--- config.mk ---
export PLATFORM = sky130hd
export DESIGN_NAME = bram_stream_fifo
export DESIGN_NICKNAME = d
export VERILOG_FILES = /design/src/rtl/bram_fifo_pkg.sv /design/src/rtl/skid_buf2.sv /design/src/rtl/bram_stream_fifo.sv
export SDC_FILE = /design/constraint.sdc
export NUM_CORES = 1
export LEC_CHECK = 0
export BUFFER_PORTS_ARGS = -buffer_cell sky130_fd_sc_hd__buf_2
export CAP_MARGIN = 20
export CORE_UTILIZATION = 58
export CTS_CLUSTER_SIZE = 25
export DETAILED_ROUTE_END_ITERATION = 7
export GPL_TIMING_DRIVEN = 0
export PLACE_DENSITY = 0.85
export SYNTH_ARGS = -nofsm -noshare
export SYNTH_HDL_FRONTEND = slang
export SYNTH_SLANG_ARGS = --single-unit
export TNS_END_PERCENT = 100
--- constraint.sdc ---
create_clock -name clk -period 8.5 [get_ports clk]
set_input_delay 0.425 -clock clk [delete_from_list [all_inputs] [get_ports clk]]
set_output_delay 0.425 -clock clk [all_outputs]
set_load 0.01 [all_outputs]
--- src/rtl/bram_fifo_pkg.sv ---
// ---------------------------------------------------------------------------
// bram_fifo_pkg : shared constants and helpers for bram_stream_fifo | rev 1.0
// ---------------------------------------------------------------------------
`default_nettype none

package bram_fifo_pkg;

  localparam int SKID_DEPTH = 2;

  // Level needs AW+2 bits: RAM holds up to DEPTH words plus SKID_DEPTH outside it
  localparam int LEVEL_XBITS = 2;

  function automatic int unsigned ptr_inc(input int unsigned ptr, input int unsigned depth);
    return (ptr == depth - 1) ? 0 : ptr + 1;
  endfunction

endpackage

`default_nettype wire

--- src/rtl/skid_buf2.sv ---
// ---------------------------------------------------------------------------
// skid_buf2 : two-entry register FIFO used as the output stage | rev 1.0
// ---------------------------------------------------------------------------
`default_nettype none

module skid_buf2
  import bram_fifo_pkg::*;
#(
  parameter int WIDTH = 16
) (
  input  logic             clk,
  input  logic             rst,
  input  logic             clear,
  input  logic             push,
  input  logic [WIDTH-1:0] push_data,
  input  logic             pop,
  output logic [WIDTH-1:0] head_data,
  output logic [1:0]       count
);

  logic [WIDTH-1:0] ent0;
  logic [WIDTH-1:0] ent1;

  assign head_data = ent0;

  always_ff @(posedge clk or posedge rst) begin
    if (rst) begin
      ent0  <= '0;
      ent1  <= '0;
      count <= '0;
    end else if (clear) begin
      count <= '0;
    end else begin
      case ({push, pop})
        2'b10: begin
          if (count == 2'd0) begin
            ent0 <= push_data;
          end else if (count == 2'd1) begin
            ent1 <= push_data;
          end
          if (count < 2'(SKID_DEPTH)) begin
            count <= count + 2'd1;
          end
        end
        2'b01: begin
          ent0 <= ent1;
          if (count != 2'd0) begin
            count <= count - 2'd1;
          end
        end
        2'b11: begin
          // Simultaneous capture and pop: the new word lands behind whatever remains
          if (count == 2'd2) begin
            ent0 <= ent1;
            ent1 <= push_data;
          end else begin
            ent0 <= push_data;
            if (count == 2'd0) begin
              count <= 2'd1;
            end
          end
        end
        default: begin
        end
      endcase
    end
  end

endmodule

`default_nettype wire

--- src/rtl/bram_stream_fifo.sv ---
// ---------------------------------------------------------------------------
// bram_stream_fifo : valid/ready stream FIFO on an external dual-port RAM | rev 1.0
// ---------------------------------------------------------------------------
`default_nettype none

module bram_stream_fifo
  import bram_fifo_pkg::*;
#(
  parameter  int WIDTH = 16,
  parameter  int DEPTH = 1024,
  localparam int AW    = $clog2(DEPTH)
) (
  input  logic                     clk,
  input  logic                     rst,
  input  logic                     clear,
  input  logic                     s_valid,
  output logic                     s_ready,
  input  logic [WIDTH-1:0]         s_data,
  output logic                     m_valid,
  input  logic                     m_ready,
  output logic [WIDTH-1:0]         m_data,
  output logic [AW+LEVEL_XBITS-1:0] level,
  output logic                     ram_write_en_a,
  output logic [AW-1:0]            ram_addr_a,
  output logic [WIDTH-1:0]         ram_data_in_a,
  output logic                     ram_read_en_b,
  output logic [AW-1:0]            ram_addr_b,
  input  logic [WIDTH-1:0]         ram_data_out_b
);

  localparam int LW = AW + LEVEL_XBITS;
  typedef logic [LW-1:0] level_t;

  logic [AW-1:0] wr_ptr;
  logic [AW-1:0] rd_ptr;
  logic [AW:0]   ram_cnt;
  logic [AW:0]   ram_cnt_nx;
  logic          rd_inflight;
  logic          active;
  logic [1:0]    skid_cnt;
  logic [1:0]    skid_cnt_nx;
  logic [2:0]    skid_occ;
  logic          push;
  logic          pop_ram;
  logic          pop_skid;
  logic          cap_skid;

  // active keeps s_ready (and so writes) low while rst is asserted
  assign s_ready  = active & ~clear & (ram_cnt != (AW+1)'(DEPTH));
  assign push     = s_valid & s_ready;
  assign m_valid  = (skid_cnt != 2'd0);
  assign pop_skid = m_valid & m_ready & ~clear;
  assign cap_skid = rd_inflight & ~clear;

  // Reads are only issued when the skid stage is guaranteed a free slot on return
  assign skid_occ = {1'b0, skid_cnt} + {2'b00, rd_inflight};
  assign pop_ram  = ~clear & (ram_cnt != '0) & (skid_occ < (3'd2 + {2'b00, pop_skid}));

  assign ram_write_en_a = push;
  assign ram_addr_a     = wr_ptr;
  assign ram_data_in_a  = s_data;
  assign ram_read_en_b  = pop_ram;
  assign ram_addr_b     = rd_ptr;

  always_comb begin
    ram_cnt_nx  = ram_cnt;
    skid_cnt_nx = skid_cnt;
    if (clear) begin
      ram_cnt_nx  = '0;
      skid_cnt_nx = '0;
    end else begin
      ram_cnt_nx  = ram_cnt + (AW+1)'(push) - (AW+1)'(pop_ram);
      skid_cnt_nx = skid_cnt + 2'(cap_skid) - 2'(pop_skid);
    end
  end

  always_ff @(posedge clk or posedge rst) begin
    if (rst) begin
      wr_ptr      <= '0;
      rd_ptr      <= '0;
      ram_cnt     <= '0;
      rd_inflight <= 1'b0;
      active      <= 1'b0;
      level       <= '0;
    end else begin
      active      <= 1'b1;
      ram_cnt     <= ram_cnt_nx;
      rd_inflight <= pop_ram;
      level       <= level_t'(ram_cnt_nx) + level_t'(pop_ram) + level_t'(skid_cnt_nx);
      if (clear) begin
        wr_ptr <= '0;
        rd_ptr <= '0;
      end else begin
        if (push) begin
          wr_ptr <= AW'(ptr_inc(32'(wr_ptr), DEPTH));
        end
        if (pop_ram) begin
          rd_ptr <= AW'(ptr_inc(32'(rd_ptr), DEPTH));
        end
      end
    end
  end

  skid_buf2 #(
    .WIDTH (WIDTH)
  ) u_skid (
    .clk       (clk),
    .rst       (rst),
    .clear     (clear),
    .push      (cap_skid),
    .push_data (ram_data_out_b),
    .pop       (pop_skid),
    .head_data (m_data),
    .count     (skid_cnt)
  );

  always @(posedge clk) begin
    if (!rst) begin
      assert (ram_cnt <= (AW+1)'(DEPTH));
      assert (skid_cnt <= 2'(SKID_DEPTH));
    end
  end

endmodule

`default_nettype wire

==> results of run 1 <==
[metrics by stage]
stage | std cells | util, % | hold slack, ns | total power [W] | worst slack (ns)
floorplan | 426 | - | 0.479 | 0.00130 | 4.37
global placement | 612 | 68.0 | 0.485 | 0.00149 | 3.73
detailed placement | 613 | 68.4 | 0.336 | 0.00155 | 3.73
CTS | 630 | 71.3 | 0.304 | 0.00185 | 3.64
global route | 630 | 71.3 | 0.306 | 0.00199 | 3.15
finish | 630 | 71.3 | 0.312 | 0.00184 | 3.62
[logic make-up after synthesis]
group           Yosys count  share of synthesized area, %
other cells               1                        0.0852
fa+ha+maj                28                          8.48
buf+inv                  55                          6.11
flops                    79                          44.9
mux                      35                          8.48
xor+xnor                 22                          4.38
simple gates            124                          15.4
compound gates           82                          12.1
[registers in the layout (all words and copies together), names as in the netlist]
register,flops
u_skid.ent1,16
u_skid.head_data,16
level,12
ram_cnt,11
ram_addr_a,10
ram_addr_b,10
u_skid.count,2
active,1
rd_inflight,1
[final cells by class]
class / count / area [sq um]
fillers: 542 / 2090
flip-flops and latches: 79 / 1980
multi-input cells: 292 / 2150
repair buffers: 89 / 473
plain buffers: 26 / 160
clock inverters: 7 / 80.1
clock buffers: 9 / 124
well taps: 99 / 124
inverters: 29 / 111
[layout by cell type (no fill, tap or decap), types with 16 or more instances in the layout]
master / count
sky130_fd_sc_hd__inv_1: 28
sky130_fd_sc_hd__buf_2: 89
sky130_fd_sc_hd__dfrtp_1: 79
sky130_fd_sc_hd__o21ai_0: 25
sky130_fd_sc_hd__xnor2_1: 16
sky130_fd_sc_hd__ha_1: 25
sky130_fd_sc_hd__a21oi_1: 24
sky130_fd_sc_hd__buf_4: 16
sky130_fd_sc_hd__mux2i_1: 17
sky130_fd_sc_hd__mux2_2: 18
sky130_fd_sc_hd__nor2_1: 44
[routing by layer]
metal	share of wire, %	up-vias	track usage (%)
met5	0	-	0
met4	1.3	0	10.2
met1	44	1707	30.9
met2	50	96	40.6
met3	4.3	14	5.36
li1	-	1674	-
[synth_stat cells, drive strengths merged (3+ instances only)]
master,n,area share (%)
dfrtp,79,45
nor2,44,3.8
inv,29,2.5
o21ai,26,3.0
ha,25,7.1
a21oi,24,2.7
buf,18,3.0
mux2,18,4.6
mux2i,17,3.9
xnor2,16,3.2
nand2,13,1.1
nand3,13,1.5
clkbuf,8,0.68
nand2b,7,1.0
nor2b,7,1.0
o31ai,7,1.2
a31oi,6,1.0
and3,6,0.85
or3,6,1.0
xor2,6,1.2
a21o,3,0.51
and2,3,0.43
fa,3,1.4
nand3b,3,0.51
nand4b,3,0.60
o211ai,3,0.63
[what timing repair did]
item	CTS	global route
resized for setup	0	0
endpoints found under the hold margin	8	0
hold buffers	1	0
[critical path, delay by kind of cell, from the launching register on]
kind | cells | cell delay [ns]
AOI/OAI and AO/OA | 2 | 0.42
adders and majority gates | 5 | 1.37
buffers and inverters | 4 | 0.46
DFF | 1 | 0.44
and+or+nand+nor | 7 | 2.08
[final timing paths]
check / endpoint / start / slack (ns) / depth (start not counted)
worst max-delay path: level[11]$_DFF_PP0_ / u_skid.count[1]$_DFFE_PP0P_ / 3.62 / 18
worst min-delay path: u_skid.ent1[7]$_DFFE_PP0P_ / ram_data_out_b[7] / 0.31 / 2
worst max register to register: level[11]$_DFF_PP0_ / u_skid.count[1]$_DFFE_PP0P_ / 3.62 / 18
worst min register to register: ram_addr_b[9]$_DFFE_PP0P_ / ram_addr_b[9]$_DFFE_PP0P_ / 0.51 / 1
max in group asynchronous: ram_cnt[3]$_DFF_PP0_ / rst / 7.39 / 4
min in group asynchronous: u_skid.head_data[5]$_DFFE_PP0P_ / rst / 0.52 / 3
[power breakdown]
part	switching (W)	leakage, nW	total, W	internal [W]
Sequential	0.0000749	1.01	0.000586	0.000511
Clock	0.000149	0.0968	0.000288	0.000139
Combinational	0.000548	1.54	0.000968	0.000420
Total	0.000772	2.65	0.00184	0.00107
==> results, run 1 <==
- The flow ran to the end, and the final reports show no timing, DRC or antenna violations.
- The net count of the mapped netlist is about 500.
- Relative to the synthesized area, the layout overhead comes to 18.3%.
- STA classifies the critical path endpoint as a flop.
- The starting density of the core is 60.3%.
- For the pin with the worst max-slew slack, the measured transition is 0.776 ns.
- At the worst endpoint, the required time is slightly below 9 ns.
- The floorplan step defined a die boundary enclosing 7940 sq um.
- The die extent in y is about 90 um.
- The portion of the post-synthesis area used by sequential elements is 44.9%.
- The type of the setup path with the least slack is flop to flop.
- The worst hold path belongs to the class input port to flop.
- The TritonCTS clock tree is done.
- The via count is 3491.
- The worst setup path is launched from a flop.
- The final wirelength is 9.36 mm.
- The detailed router finished its first iteration with ~170 violations.
- After detailed routing, the number of remaining DRC violations is 0.
- The worst slew margin relative to its limit is 47.9%.
- The number of nets in the layout is 591.
- The number of clock sinks seen by CTS is 79.
- Yosys mapped a number of flops with a built-in enable equal to 0.
- The total of max-cap violations is 0.
- The number of different library cells used by synthesis comes to 58.
- The wire-length estimate of the detail-placed layout is 6.77 mm.
- The prevailing post-synth register cell is sky130_fd_sc_hd__dfrtp_1.
- The post-detailed-route count of antenna-violating nets is 0.
- The number of input and output port buffers inserted is 87.
- The global route total overflow is 0.
- The number of antenna violations at the first check in global routing is 0.
- The share of async-settable or async-resettable flops after synthesis is 100%.
- The analysis attributes to cell leakage a power of 2.65 nW.
- The data arrival time of the worst path is 5.14 ns.
- In the routed layout, each cell is associated on average with a via count of 5.54.
- The post-CTS clock slew at the launch and capture registers of the worst setup and hold paths is 0.10 ns.
- CTS built an H-tree with a depth of 3.
- The mean routed wirelength per cell is 14.9 um.
- In the finished design, the share of the clock period the worst path needs comes to 57.4%.
- During synthesis, Yosys emitted a total of 0 warnings.
- The total area inside the core boundary comes to 7290 sq um.
- The final cell area excluding filler cells is 5200 sq um.
- The total global routing track utilization is 24.4%.
- The shortest clock period the worst path allows after layout is 4.88 ns.
- The clock latency of the later-clocked register in the worst-skew pair is 0.36 ns.
- The first global-routing pass estimated 14.6 mm of wire.
- The tree is rooted in a sky130_fd_sc_hd__clkbuf_8.
- Setup violations remaining at the end of the flow were counted as 0.
- The number of clock buffers added by TritonCTS is 9.
- The largest single stage delay on the critical path is 0.60 ns.
- Walking the worst path, the cells encountered are inv_1 > ha_1 > nand2b_1 > o21ai_0 > nand3_1 > inv_1 > ha_1 > inv_1 > ha_1 > fa_1 > nand2b_1 > inv_1 > ha_1 > a21oi_1 > or3_1 > nor4_1 > nand4b_1 > nor4b_2.
- The maximum frequency from static timing analysis is 0.205 GHz.
- The final weighted congestion in routability-driven placement is 0.800.
- The final max-slew violation count is 0.
- The longest clock path from root to sink contains 2 buffers.
- Of the cells placed in the final design, the portion with a size suffix greater than 1 is 28.8%.
- The die is 89.1 um wide.
- The cell type of the slowest stage on the worst timing path is sky130_fd_sc_hd__nor4_1.
- The final setup skew is 0.0143 ns.
- The final number of hold-violating endpoints is 0.
- The via count of the first global-routing pass is 3259.
- Setup repair after global routing left no endpoint under its margin.
- Entering global routing, the biggest net connects 72 pins.
- The synthesized design contains just under 80 register bits.
- The average instance in the mapped netlist occupies between 10 and 15 sq um.
- The worst ir drop on vdd is between 200 and 250 uV.
- The antenna diode count is 0.
- For this design the top-level I/O count stands at 105.
- Adding up every negative setup slack in the final design gives 0 ns.
- After synthesis the cells add up to ~4400 sq um.
- The floorplan has 31 rows.
- The largest fanout on the critical path is 7.
- The first detailed-routing pass ran for 4 iterations.
- In this run the cell area measured after placement is 4990 sq um.
- After clock tree synthesis, the setup repair step added 0 buffers.
- The synthesized instance count is approximately 430.
- Dividing total power by cell area gives a power density of 354 nW/um^2.
Note: power is estimated with default switching activity, not from simulation.
==> run 2: changes to the inputs <==
Settings changed: CORE_UTILIZATION 58 to 49, PLACE_DENSITY 0.85 to 0.77.
Clock period 8.5 ns to 4.3 ns, I/O delays scaled along.
==> run 2 against run 1 <==
- global-route usage is 2.9 points lower
- clock skew up 0.0034 ns
- register-to-register slack worse by 3.6 ns
- largest power group unchanged
- critical path depth down 3
- setup slack got worse by 3.6 ns
- die area increased by 18%
- clock power grew 120%
- sequential power rose by 96%
- fmax is 15% higher
- routed wire length up 6.3%
- total power increased by 110%
- utilization down 10 points
==> results, run 2 (synthesis results as in run 1) <==
- The shortest clock period the worst path allows after layout is 4.23 ns (-0.649 ns).
- The flow ran to the end, and the final reports show no timing, DRC or antenna violations.
- The root buffer selected by CTS is sky130_fd_sc_hd__clkbuf_8.
- The first-pass GRT wire length is 16.2 mm (+11%).
- The buffer depth of the longest clock path is 2 (unchanged).
- The final worst setup slack was 0.0713 ns (-3.55 ns).
- The number of buffers created by CTS is 9 (unchanged).
- The pin slew with the least headroom to its limit was 0.774 ns (-0.00255 ns).
- TritonCTS built the clock tree.
- Relative to the synthesized area, the layout overhead comes to 21.6%.
- The die extent in y is 96.8 um (+8.6%).
- The starting density of the core is 50.4% (-9.9 points).
- The post-CTS clock slew at the launch and capture registers of the worst setup and hold paths is 0.10 ns (about the same).
- The top cell types in the final layout, fill and taps aside, are sky130_fd_sc_hd__buf_2 (89), sky130_fd_sc_hd__dfrtp_1 (79), sky130_fd_sc_hd__nor2_1 (44).
- The post-route non-filler standard cell count is 646 (+2.5%).
- The worst ir drop on vdd is 330 uV (+58%).
- The HPWL reported at the end of detailed placement was 7.15 mm (+5.6%).
- The number of DRC violations after detailed-routing iteration 0 is 160 (-7.0%).
- The mean routed wirelength per cell came to 15.4 um (+3.7%).
- The number of optimization iterations in the first detailed-route pass is 4 (unchanged).
- The post-route fraction of the period consumed by the critical path is 98.3% (+41 points).
- The number of nets in the layout was 598 (+1.2%).
- The total of max-cap violations is 0 (unchanged).
- The final number of hold-violating endpoints was 0 (unchanged).
- The largest net degree at the start of global routing is 48 (-33%).
- The final max-slew violation count is 0 (unchanged).
- The total of endpoints with negative setup slack in the final report is 0 (unchanged).
- The floorplan die area is 9360 sq um (+18%).
- The final setup skew came to 0.0177 ns (+0.00343 ns).
- The global route total overflow is 0 (unchanged).
- The placeable core area is 8720 sq um (+20%).
- The via count of the first global-routing pass is 3563 (+9.3%).
- The worst slew margin relative to its limit was 48.1% (+0.17 points).
- The H-tree depth reported by CTS is 3 (unchanged).
- The number of rows created at floorplan came to 34 (+9.7%).
- The number of antenna violations at the first check in global routing was 0 (unchanged).
- The power per cell area came to 719 nW/um^2 (+100%).
- Setup repair after global routing could not meet its margin everywhere.
- The startpoint kind of the worst setup timing path is a flop.
- The post-layout total power is 0.00385 W (+110%).
- The final cell area excluding filler cells is 5350 sq um (+2.8%).
- The number of input and output port buffers inserted was 87 (unchanged).
- The most common library cell in the layout ignoring fill and taps is sky130_fd_sc_hd__buf_2.
- The path category of the worst min-delay check is input port to flop.
- The maximum frequency from static timing analysis is 0.236 GHz (+15%).
- The antenna diode count was 0 (unchanged).
- The static leakage came to 2.71 nW (+2.4%).
- The data arrival time of the worst path is 4.49 ns (-0.65 ns).
- The fraction of layout instances using a drive strength above 1 is 31.4% (+2.6 points).
- The final weighted congestion in routability-driven placement is 0.816 (+2.1%).
- The post-detailed-route count of antenna-violating nets came to 0 (unchanged).
- The clock latency of the later-clocked register in the worst-skew pair is 0.37 ns (about the same).
- The largest fanout on the critical path came to 5 (-2).
- The number of instances in the placed design is 622 (+1.5%).
- The vias per cell is 5.48 (-1.1%).
- The via count is 3541 (+1.4%).
- The type of the setup path with the least slack is flop to flop.
- The width of the chip is 96.8 um (+8.6%).
- The total global routing track utilization is 21.5% (-2.9 points).
- The post-detailed-placement cell area is 5000 sq um (+0.23%).
- The worst-case register-to-register setup slack is 0.07 ns (-3.55 ns).
- The final wirelength is 9.95 mm (+6.3%).
- The number of top-level pins is 105 (unchanged).
- The minimum hold slack is 0.0884 ns (-0.224 ns).
- STA classifies the critical path endpoint as a flop.
- The number of remaining DRC errors is 0 (unchanged).
- The number of clock sinks seen by CTS is 79 (unchanged).
- The data required time of the critical path is 4.56 ns (-4.21 ns).
- The pre-CTS setup slack is -0.562 ns (-4.29 ns).
[run 2: final timing paths]
| path | start | end | cells after the start |
|---|---|---|---|
| max | ram_cnt[2]$_DFF_PP0_ | level[11]$_DFF_PP0_ | 15 |
| min | ram_data_out_b[6] | u_skid.ent1[6]$_DFFE_PP0P_ | 2 |
| max reg2reg | ram_cnt[2]$_DFF_PP0_ | level[11]$_DFF_PP0_ | 15 |
| min reg2reg | u_skid.ent1[2]$_DFFE_PP0P_ | u_skid.ent1[2]$_DFFE_PP0P_ | 1 |
| max in group asynchronous | rst | ram_addr_b[6]$_DFFE_PP0P_ | 4 |
| min in group asynchronous | rst | u_skid.head_data[15]$_DFFE_PP0P_ | 3 |
[run 2: where the power goes]
part / internal (W) / leakage [nW] / switching (W)
combinational: 0.000889 / 1.59 / 0.00118
sequential: 0.00101 / 1.01 / 0.000138
clock: 0.000334 / 0.115 / 0.000301
[run 2: metrics by stage]
step           util (%)  TNS (ns)
5_1_grt            61.3    -0.124
4_1_cts            60.5         0
6_report           61.3         0
2_1_floorplan         -         0
3_5_place_dp       57.3     -2.95
3_3_place_gp       57.0     -2.18
[run 2: per-layer routing]
layer	wire (um)	part of all wire, %	GRT usage [%]	vias to the layer above
li1	-	-	-	1692
met1	4150	42	25.6	1725
met2	5120	51	37.2	99
met3	405	4.1	4.99	25
met4	270	2.7	9.07	0
met5	0	0	0	-
[run 2: what timing repair did]
item,in CTS,in global routing
hold buffers,1,0
endpoints found under the hold margin,32,0
resized for setup,7,7
cloned,0,0
endpoints found under the setup margin,7,6
buffers inserted,2,5
pin swaps,1,3
[run 2: worst max-delay path, stage by stage (launching register included)]
cell	delay [ns]
sky130_fd_sc_hd__dfrtp_1	0.37
sky130_fd_sc_hd__inv_1	0.07
sky130_fd_sc_hd__ha_1	0.19
sky130_fd_sc_hd__and4bb_2	0.24
sky130_fd_sc_hd__a311oi_1	0.51
sky130_fd_sc_hd__and2_1	0.37
sky130_fd_sc_hd__ha_1	0.26
sky130_fd_sc_hd__fa_1	0.44
sky130_fd_sc_hd__nand2b_1	0.15
sky130_fd_sc_hd__inv_1	0.07
sky130_fd_sc_hd__ha_1	0.27
sky130_fd_sc_hd__a21oi_1	0.05
sky130_fd_sc_hd__or3_1	0.39
sky130_fd_sc_hd__nor4_4	0.32
sky130_fd_sc_hd__nand4b_1	0.17
sky130_fd_sc_hd__nor4b_2	0.25
[run 2: final cells by class]
class | count | area [sq um]
clock inverter | 7 | 100
tap | 108 | 135
timing repair buffer | 96 | 526
multi-input combinational | 292 | 2210
clock buffer | 9 | 124
buffer | 26 | 160
sequential | 79 | 1980
inverter | 29 | 114
fill | 711 | 3370
